==> config.mk <==
export PLATFORM = sky130hd
export DESIGN_NAME = picomem_mux_1_n
export DESIGN_NICKNAME = d
export VERILOG_FILES = /design/src/rtl/picomem_mux_1_n.sv
export SDC_FILE = /design/constraint.sdc
export NUM_CORES = 1
export LEC_CHECK = 0
export CORE_ASPECT_RATIO = 1.75
export CORE_MARGIN = 3
export CORE_UTILIZATION = 35
export CTS_BUF_LIST = sky130_fd_sc_hd__clkbuf_8
export DETAILED_ROUTE_END_ITERATION = 8
export MAX_ROUTING_LAYER = met4
export PLACE_DENSITY = 0.8
export SYNTH_ARGS = -nofsm -noshare
export SYNTH_HDL_FRONTEND = slang
export SYNTH_SLANG_ARGS = --single-unit
==> constraint.sdc <==
create_clock -name clk -period 2.15 [get_ports clk]
set_input_delay 0.3225 -clock clk [delete_from_list [all_inputs] [get_ports clk]]
set_output_delay 0.3225 -clock clk [all_outputs]
set_load 0.02 [all_outputs]
==> src/rtl/picomem_mux_1_n.sv <==
// picomem_mux_1_n: registered 1-to-N PicoRV32 native-bus mux with base/mask
// decode, unmapped-address error responder and per-transaction slave timeout.
// Optional first-error log is built when PICOMEM_MUX_ERRLOG_EN is defined.
module picomem_mux_1_n #(
   parameter int unsigned NUM_SLAVES = 4,
   parameter logic [NUM_SLAVES*32-1:0] ADDR_BASES =
      {32'hC300_0000, 32'hC200_0000, 32'hC100_0000, 32'hC000_0000},
   parameter logic [NUM_SLAVES*32-1:0] ADDR_MASKS = {4{32'hFF00_0000}},
   parameter int unsigned TIMEOUT_CYCLES = 1024,
   parameter logic [31:0] ERR_RDATA = 32'hBADC0DE5
) (
   input  logic                     clk,
   input  logic                     resetn,
   input  logic                     picom_valid,
   output logic                     picom_ready,
   input  logic [31:0]              picom_addr,
   input  logic [31:0]              picom_wdata,
   input  logic [3:0]               picom_wstrb,
   output logic [31:0]              picom_rdata,
   output logic [NUM_SLAVES-1:0]    picos_valid,
   input  logic [NUM_SLAVES-1:0]    picos_ready,
   output logic [31:0]              picos_addr,
   output logic [31:0]              picos_wdata,
   output logic [3:0]               picos_wstrb,
   input  logic [NUM_SLAVES*32-1:0] picos_rdata,
`ifdef PICOMEM_MUX_ERRLOG_EN
   input  logic                     err_clr,
   output logic                     err_valid,
   output logic [31:0]              err_addr,
   output logic                     err_timeout,
`endif
   output logic                     err_pulse
);

   localparam int unsigned SEL_W = (NUM_SLAVES > 1) ? $clog2(NUM_SLAVES) : 1;
   localparam int unsigned CNT_W = 16;

   localparam logic [1:0] ST_IDLE   = 2'd0;
   localparam logic [1:0] ST_ACTIVE = 2'd1;
   localparam logic [1:0] ST_RESP   = 2'd2;

   logic [1:0]            state_q, state_d;
   logic [SEL_W-1:0]      sel_q, sel_d;
   logic [CNT_W-1:0]      cnt_q, cnt_d;
   logic [NUM_SLAVES-1:0] valid_d;
   logic [31:0]           addr_d, wdata_d, rdata_d;
   logic [3:0]            wstrb_d;
   logic                  ready_d, err_d;

   logic                  hit_c;
   logic [SEL_W-1:0]      sel_c;
   logic                  sel_ready_c;
   logic [31:0]           sel_rdata_c;
   logic                  timeout_hit_c;
   logic                  err_ev_c;
   logic                  err_to_c;

   // Address decode; scanning downwards lets the lowest matching index win
   always_comb begin
      hit_c = 1'b0;
      sel_c = '0;
      for (int i = int'(NUM_SLAVES) - 1; i >= 0; i--) begin
         if ((picom_addr & ADDR_MASKS[i*32 +: 32]) ==
             (ADDR_BASES[i*32 +: 32] & ADDR_MASKS[i*32 +: 32])) begin
            hit_c = 1'b1;
            sel_c = SEL_W'(i);
         end
      end
   end

   // Pick ready/rdata of the latched slave; other slaves' ready is ignored
   always_comb begin
      sel_ready_c = 1'b0;
      sel_rdata_c = '0;
      for (int i = 0; i < int'(NUM_SLAVES); i++) begin
         if (sel_q == SEL_W'(i)) begin
            sel_ready_c = picos_ready[i];
            sel_rdata_c = picos_rdata[i*32 +: 32];
         end
      end
   end

   // Watchdog limit reached on this ACTIVE cycle (disabled when limit is 0)
   assign timeout_hit_c = (TIMEOUT_CYCLES != 0) &&
                          (cnt_q == CNT_W'(TIMEOUT_CYCLES - 1));

   // Next-state and next-output logic
   always_comb begin
      state_d  = state_q;
      sel_d    = sel_q;
      cnt_d    = cnt_q;
      valid_d  = picos_valid;
      addr_d   = picos_addr;
      wdata_d  = picos_wdata;
      wstrb_d  = picos_wstrb;
      rdata_d  = picom_rdata;
      ready_d  = 1'b0;
      err_d    = 1'b0;
      err_ev_c = 1'b0;
      err_to_c = 1'b0;
      case (state_q)
         ST_IDLE: begin
            if (picom_valid) begin
               if (hit_c) begin
                  addr_d  = picom_addr;
                  wdata_d = picom_wdata;
                  wstrb_d = picom_wstrb;
                  sel_d   = sel_c;
                  valid_d = NUM_SLAVES'(1) << sel_c;
                  cnt_d   = '0;
                  state_d = ST_ACTIVE;
               end else begin
                  rdata_d  = ERR_RDATA;
                  ready_d  = 1'b1;
                  err_d    = 1'b1;
                  err_ev_c = 1'b1;
                  state_d  = ST_RESP;
               end
            end
         end
         ST_ACTIVE: begin
            if (sel_ready_c) begin
               rdata_d = sel_rdata_c;
               ready_d = 1'b1;
               valid_d = '0;
               state_d = ST_RESP;
            end else if (timeout_hit_c) begin
               rdata_d  = ERR_RDATA;
               ready_d  = 1'b1;
               err_d    = 1'b1;
               err_ev_c = 1'b1;
               err_to_c = 1'b1;
               valid_d  = '0;
               state_d  = ST_RESP;
            end else begin
               cnt_d = cnt_q + CNT_W'(1);
            end
         end
         ST_RESP: begin
            state_d = ST_IDLE;
         end
         default: begin
            valid_d = '0;
            state_d = ST_IDLE;
         end
      endcase
   end

   // State and registered outputs
   always_ff @(posedge clk or negedge resetn) begin
      if (!resetn) begin
         state_q     <= ST_IDLE;
         sel_q       <= '0;
         cnt_q       <= '0;
         picos_valid <= '0;
         picos_addr  <= '0;
         picos_wdata <= '0;
         picos_wstrb <= '0;
         picom_rdata <= '0;
         picom_ready <= 1'b0;
         err_pulse   <= 1'b0;
      end else begin
         state_q     <= state_d;
         sel_q       <= sel_d;
         cnt_q       <= cnt_d;
         picos_valid <= valid_d;
         picos_addr  <= addr_d;
         picos_wdata <= wdata_d;
         picos_wstrb <= wstrb_d;
         picom_rdata <= rdata_d;
         picom_ready <= ready_d;
         err_pulse   <= err_d;
      end
   end

`ifdef PICOMEM_MUX_ERRLOG_EN
   // First-error log: sticky until err_clr, which beats a same-cycle capture
   always_ff @(posedge clk or negedge resetn) begin
      if (!resetn) begin
         err_valid   <= 1'b0;
         err_addr    <= '0;
         err_timeout <= 1'b0;
      end else if (err_clr) begin
         err_valid   <= 1'b0;
         err_addr    <= '0;
         err_timeout <= 1'b0;
      end else if (err_ev_c && !err_valid) begin
         err_valid   <= 1'b1;
         err_addr    <= err_to_c ? picos_addr : picom_addr;
         err_timeout <= err_to_c;
      end
   end
`endif

endmodule

# Word level (Yosys, flattened, before mapping)
# Index checks and enable logic that the tools add are counted.
# op_classes
reduce_logical,8
bitwise_logic,1
eq_ne,16
add_sub_neg,1
n_mux,43
shifts,1
# op_table
operator,count
32-bit 2-to-1 mux,8
16-bit 2-to-1 mux,4
32-bit case mux with 2 select lines,1
"8-bit == test, second input constant",4
16-bit case mux with 2 select lines,1
"16-bit by 1-bit adder with 16-bit output, second input constant",1
"16-bit by 10-bit == test with 1-bit output, second input constant",1
2-bit 2-to-1 mux,8
4-bit 2-to-1 mux,4
1-bit 2-to-1 mux,13
4-bit case mux with 3 select lines,1
"2-bit != test, second input constant",5
4-bit AND reduction,2
"2-bit == test, second input constant",3
5-bit AND reduction,1
"2-bit by 1-bit == test with 1-bit output, second input constant",2
2-bit logical NOT,2
1-bit case mux with 2 select lines,2
2-bit case mux with 2 select lines,1
"1-bit by 2-bit << shifter with 4-bit output, first input constant",1
"3-bit != test, second input constant",1
3-bit AND reduction,1
2-bit AND reduction,1
2-bit nonzero test,1
1-bit inverter,1
# totals
inputBits,203
regBits,126
elab_cells,80
out_inout_bits,106

# Depth between registers and ports, before layout
# depth
ltp_word,9
mapped_depth,8

# Least setup slack after synthesis
# Ideal clock, no wire load.
# synth_timing
kind,register -> register
from,register state_q[1]
to,register picos_wdata[22]
required_ps,2025
period_less_slack_ps,2009
setup_slack_ps,141
n_path_buf,3
arrival_ps,1884
path_stages_with_launch,7
path_cell_list,dfrtp_1 -> or3b_2 -> or3_1 -> buf_2 -> buf_6 -> buf_6 -> mux2_4
# synth_between
elab_chain_cells,2
# synth_rtl
element,line_no,source
"start, declared",42,"logic [1:0] state_q, state_d;"
"start signal, assigned",163,state_q <= state_d;
2-bit logical NOT,101,case (state_q)
3-bit AND reduction (no source line),--,
"end signal, assigned",168,picos_wdata <= wdata_d;
"end, declared",23,"output logic [31:0] picos_wdata,"
# Every way passes these cells.
# A chain may end at the register's enable or synchronous reset.

# Worst setup path in the final report
# layout_timing
from,register cnt_q[10]
to,register picos_valid[3]
# layout_between
elab_chain_cells,3
# layout_rtl
element,line_no,source
"start, declared",44,"logic [CNT_W-1:0] cnt_q, cnt_d;"
"start signal, assigned",165,cnt_q <= cnt_d;
16-bit by 10-bit == test with 1-bit output,85,(cnt_q == CNT_W'(TIMEOUT_CYCLES - 1));
3-bit != test (no source line),--,
4-bit AND reduction (no source line),--,
"end signal, assigned",166,picos_valid <= valid_d;
"end, declared",20,"output logic [NUM_SLAVES-1:0] picos_valid,"
# Every way passes these cells.

==> metrics.txt <==
status finished, final reports clean; Cell Chain, Critical Path nor4_1 > nand4_1 > a21oi_1 > buf_4 > mux2_2; Rows 62; Clock Pin Slew Worst Setup and Hold Paths 80 ps; # H-tree levels 4; Hold Crit Class input port to asynchronous set/reset pin; Internal Power 4.92 mW; Pre-antenna DRT Iters 4; Critical Path End Type flip-flop; MaxCap Viol Count 0; WS Path Type flip-flop to flip-flop; share of cells above drive strength 1 22.0%; filler instances 1314; Slew @ Worst Pin 593 ps; sw frac 25.2%; FF+latch count, synth 126; Ant. Diodes 0; Peak Freq 0.492 GHz; peak supply drop 0.392 mV; gp weighted congestion 0.910; Layout Skew 16.1 ps; initial core utilization 36.0%; via count 5037; dpl cell area 9460 um2; Die X 105 um; number of global-route vias before repair 5600; clk buf depth 2; leakage power 4.20 nW; CP arrival 2330 ps; Max stage delay on crit path 560 ps; Synth Area per Inst 14.3 um2; Syn Nets 619; Mapped Area 5950 um2; die height 178 um; postcts setup bufs 0; full die area 18700 um2; Post-synth top flop dfrtp_1; clock power share 36.7%; switching pwr 1.66 mW; routed wire length 18500 um; slowest CP cell nor4_1; Post-Layout Inst Area 9940 um2; grt ovf 0; Skew-Pair Late Insertion Delay 430 ps; fin. max-slew vios 0; Min Clock Period, post-route 2030 ps; Worst setup SP type flip-flop; DR iter-0 viols 189; antenna viol nets, final 0; area delta synth->final 67.1%; CTS tree yes; number of port buffers 308; largest net degree at the start of global routing 56; synth warn 0; DP Worst Slack -247 ps; Root Buffer clkbuf_8; Placeable Area 16500 um2; Total GRT Usage 20.7%; Register Area 3150 um2; Mapped Cells 415; Yosys cell types 47; share of flip-flops with an asynchronous set or reset 100%; Core Util, Final 60.2%; global-route wire length before repair 29200 um; Final #Nets 946; Post-synth EDFFs 0; combinational share of power 22.8%; Rel. slew slack 60.1%; Via density 5.15; worst-path fanout max 5; Final setup viols 0; Tcrit/Tclk final 94.6%; pwr dens 662 nW/um2; RSZ-0062 raised after global routing no; multi-input logic area 2620 um2; power share of the sequential group 40.5%; worst path required time 2450 ps; number of remaining DRC errors 0; Routed WL per cell 18.9 um; Final Hold Viols 0; Setup TNS 0 ps; initial antenna violation count 0; total CTS buffers 17; setup slack after layout 116 ps; CTS sink cnt 126; hpwl dp 14900 um; # IOs 309; sequential fraction of the synthesis area 53.0%
==> path summary, 6_finish.rpt <==
check | to | slack (ps) | depth (start not counted) | from
setup / recovery | picos_valid[3] | 120 | 5 | cnt_q[10]
hold / removal | cnt_q[10] | 410 | 2 | resetn
setup reg to reg | picos_valid[3] | 120 | 5 | cnt_q[10]
hold reg to reg | picos_addr[31] | 490 | 1 | picos_addr[31]
max in group asynchronous | picos_valid[2] | 1080 | 3 | resetn
min in group clk | picos_addr[31] | 490 | 1 | picos_addr[31]
==> through the flow <==
step,hold WS (ps),power (mW),cells
final,407,6.58,979
after global placement,280,4.18,946
after CTS,387,6.69,979
after detailed placement,283,4.23,946
after global routing,425,6.90,979
after floorplan,26.9,3.34,415
==> Yosys cell counts, types with 2 or more instances <==
library cell / instances / area share (%)
inv_1: 7 / 0.44
buf_2: 7 / 0.59
nand2b_1: 7 / 0.74
mux4_2: 33 / 12
o31a_1: 2 / 0.29
clkbuf_1: 12 / 0.76
dfrtp_1: 126 / 53
a41oi_1: 3 / 0.44
a21oi_1: 4 / 0.34
nand3_1: 8 / 0.67
a21o_1: 2 / 0.25
nor4_1: 5 / 0.53
nor3_1: 5 / 0.42
a22o_1: 14 / 2.1
mux2_2: 48 / 9.1
nand4_1: 4 / 0.42
nor2_1: 4 / 0.25
o21a_1: 2 / 0.25
o21ai_0: 5 / 0.42
nand4b_1: 2 / 0.29
nand2_1: 24 / 1.5
or3b_2: 2 / 0.29
and2_1: 8 / 0.84
mux2_4: 18 / 4.5
a31oi_1: 6 / 0.63
o22a_1: 19 / 2.8
buf_6: 4 / 0.76
mux2i_1: 8 / 1.3
or4_1: 2 / 0.25
and4_1: 4 / 0.59
buf_1: 4 / 0.25
==> layout by cell type, fill, tap and decap left out, types with 7 or more instances in the layout <==
cell type,instances
nand3_1,8
nand2b_1,7
mux2_2,48
dfrtp_1,125
o22a_1,19
clkdlybuf4s50_1,307
buf_4,21
mux2_4,18
clkbuf_8,19
inv_1,8
nand2_1,24
buf_12,7
mux4_2,33
and2_1,8
mux2i_1,8
a22o_1,14
==> power groups by stage <==
stage          combinational (mW)  sequential, mW  clock (mW)
2_1_floorplan               0.472            2.87           0
3_3_place_gp                 1.48            2.70           0
3_5_place_dp                 1.52            2.71           0
4_1_cts                      1.52            2.67        2.50
5_1_grt                      1.60            2.69        2.61
6_report                     1.50            2.67        2.42
==> cells by family after synthesis <==
| family | share of synthesized area, % |
|---|---|
| AOI/OAI and AO/OA | 8.31 |
| DFF | 53.0 |
| and+or+nand+nor | 8.03 |
| muxes | 27.5 |
| buffers and inverters | 2.99 |
| adders and majority gates | 0.210 |
==> critical path: cells and delay by family, from the launching register on <==
| family | cells | cell delay, ps |
|---|---|---|
| buffers and inverters | 1 | 150 |
| flip-flops | 1 | 430 |
| AO/OA/AOI/OAI | 1 | 180 |
| AND/OR/NAND/NOR | 2 | 800 |
| multiplexers | 1 | 330 |
==> layer usage <==
| layer | wire length (um) | part of all wire (%) | GRT usage, % | up-vias |
|---|---|---|---|---|
| met2 | 10400 | 56 | 39.2 | 279 |
| met3 | 1470 | 8.0 | 5.94 | 24 |
| met1 | 6280 | 34 | 20.1 | 2500 |
| li1 | - | - | - | 2234 |
| met4 | 318 | 1.7 | 6.99 | 0 |
| met5 | 0 | 0 | - | - |
==> state kept, by name, indices dropped and copies added (netlist names) <==
register	cells
cnt_q	16
err_pulse	1
picom_rdata	32
picom_ready	1
picos_addr	32
picos_valid	4
picos_wdata	32
picos_wstrb	4
sel_q	2
state_q	2
==> repair_timing <==
item | in CTS | in global routing
setup endpoints to repair | 0 | 0
endpoints found under the hold margin | 27 | 0
resized for setup | 0 | 0
hold buffers | 1 | 0
==> cell type report <==
class | instances | share of cell area, %
Tap cell | 224 | 2.82
Multi-Input combinational cell | 253 | 26.4
Inverter | 8 | 0.302
Timing Repair Buffer | 336 | 34.0
Sequential cell | 126 | 31.7
Clock inverter | 13 | 2.13
Clock buffer | 19 | 2.63
Note: power is estimated with default switching activity, not from simulation.
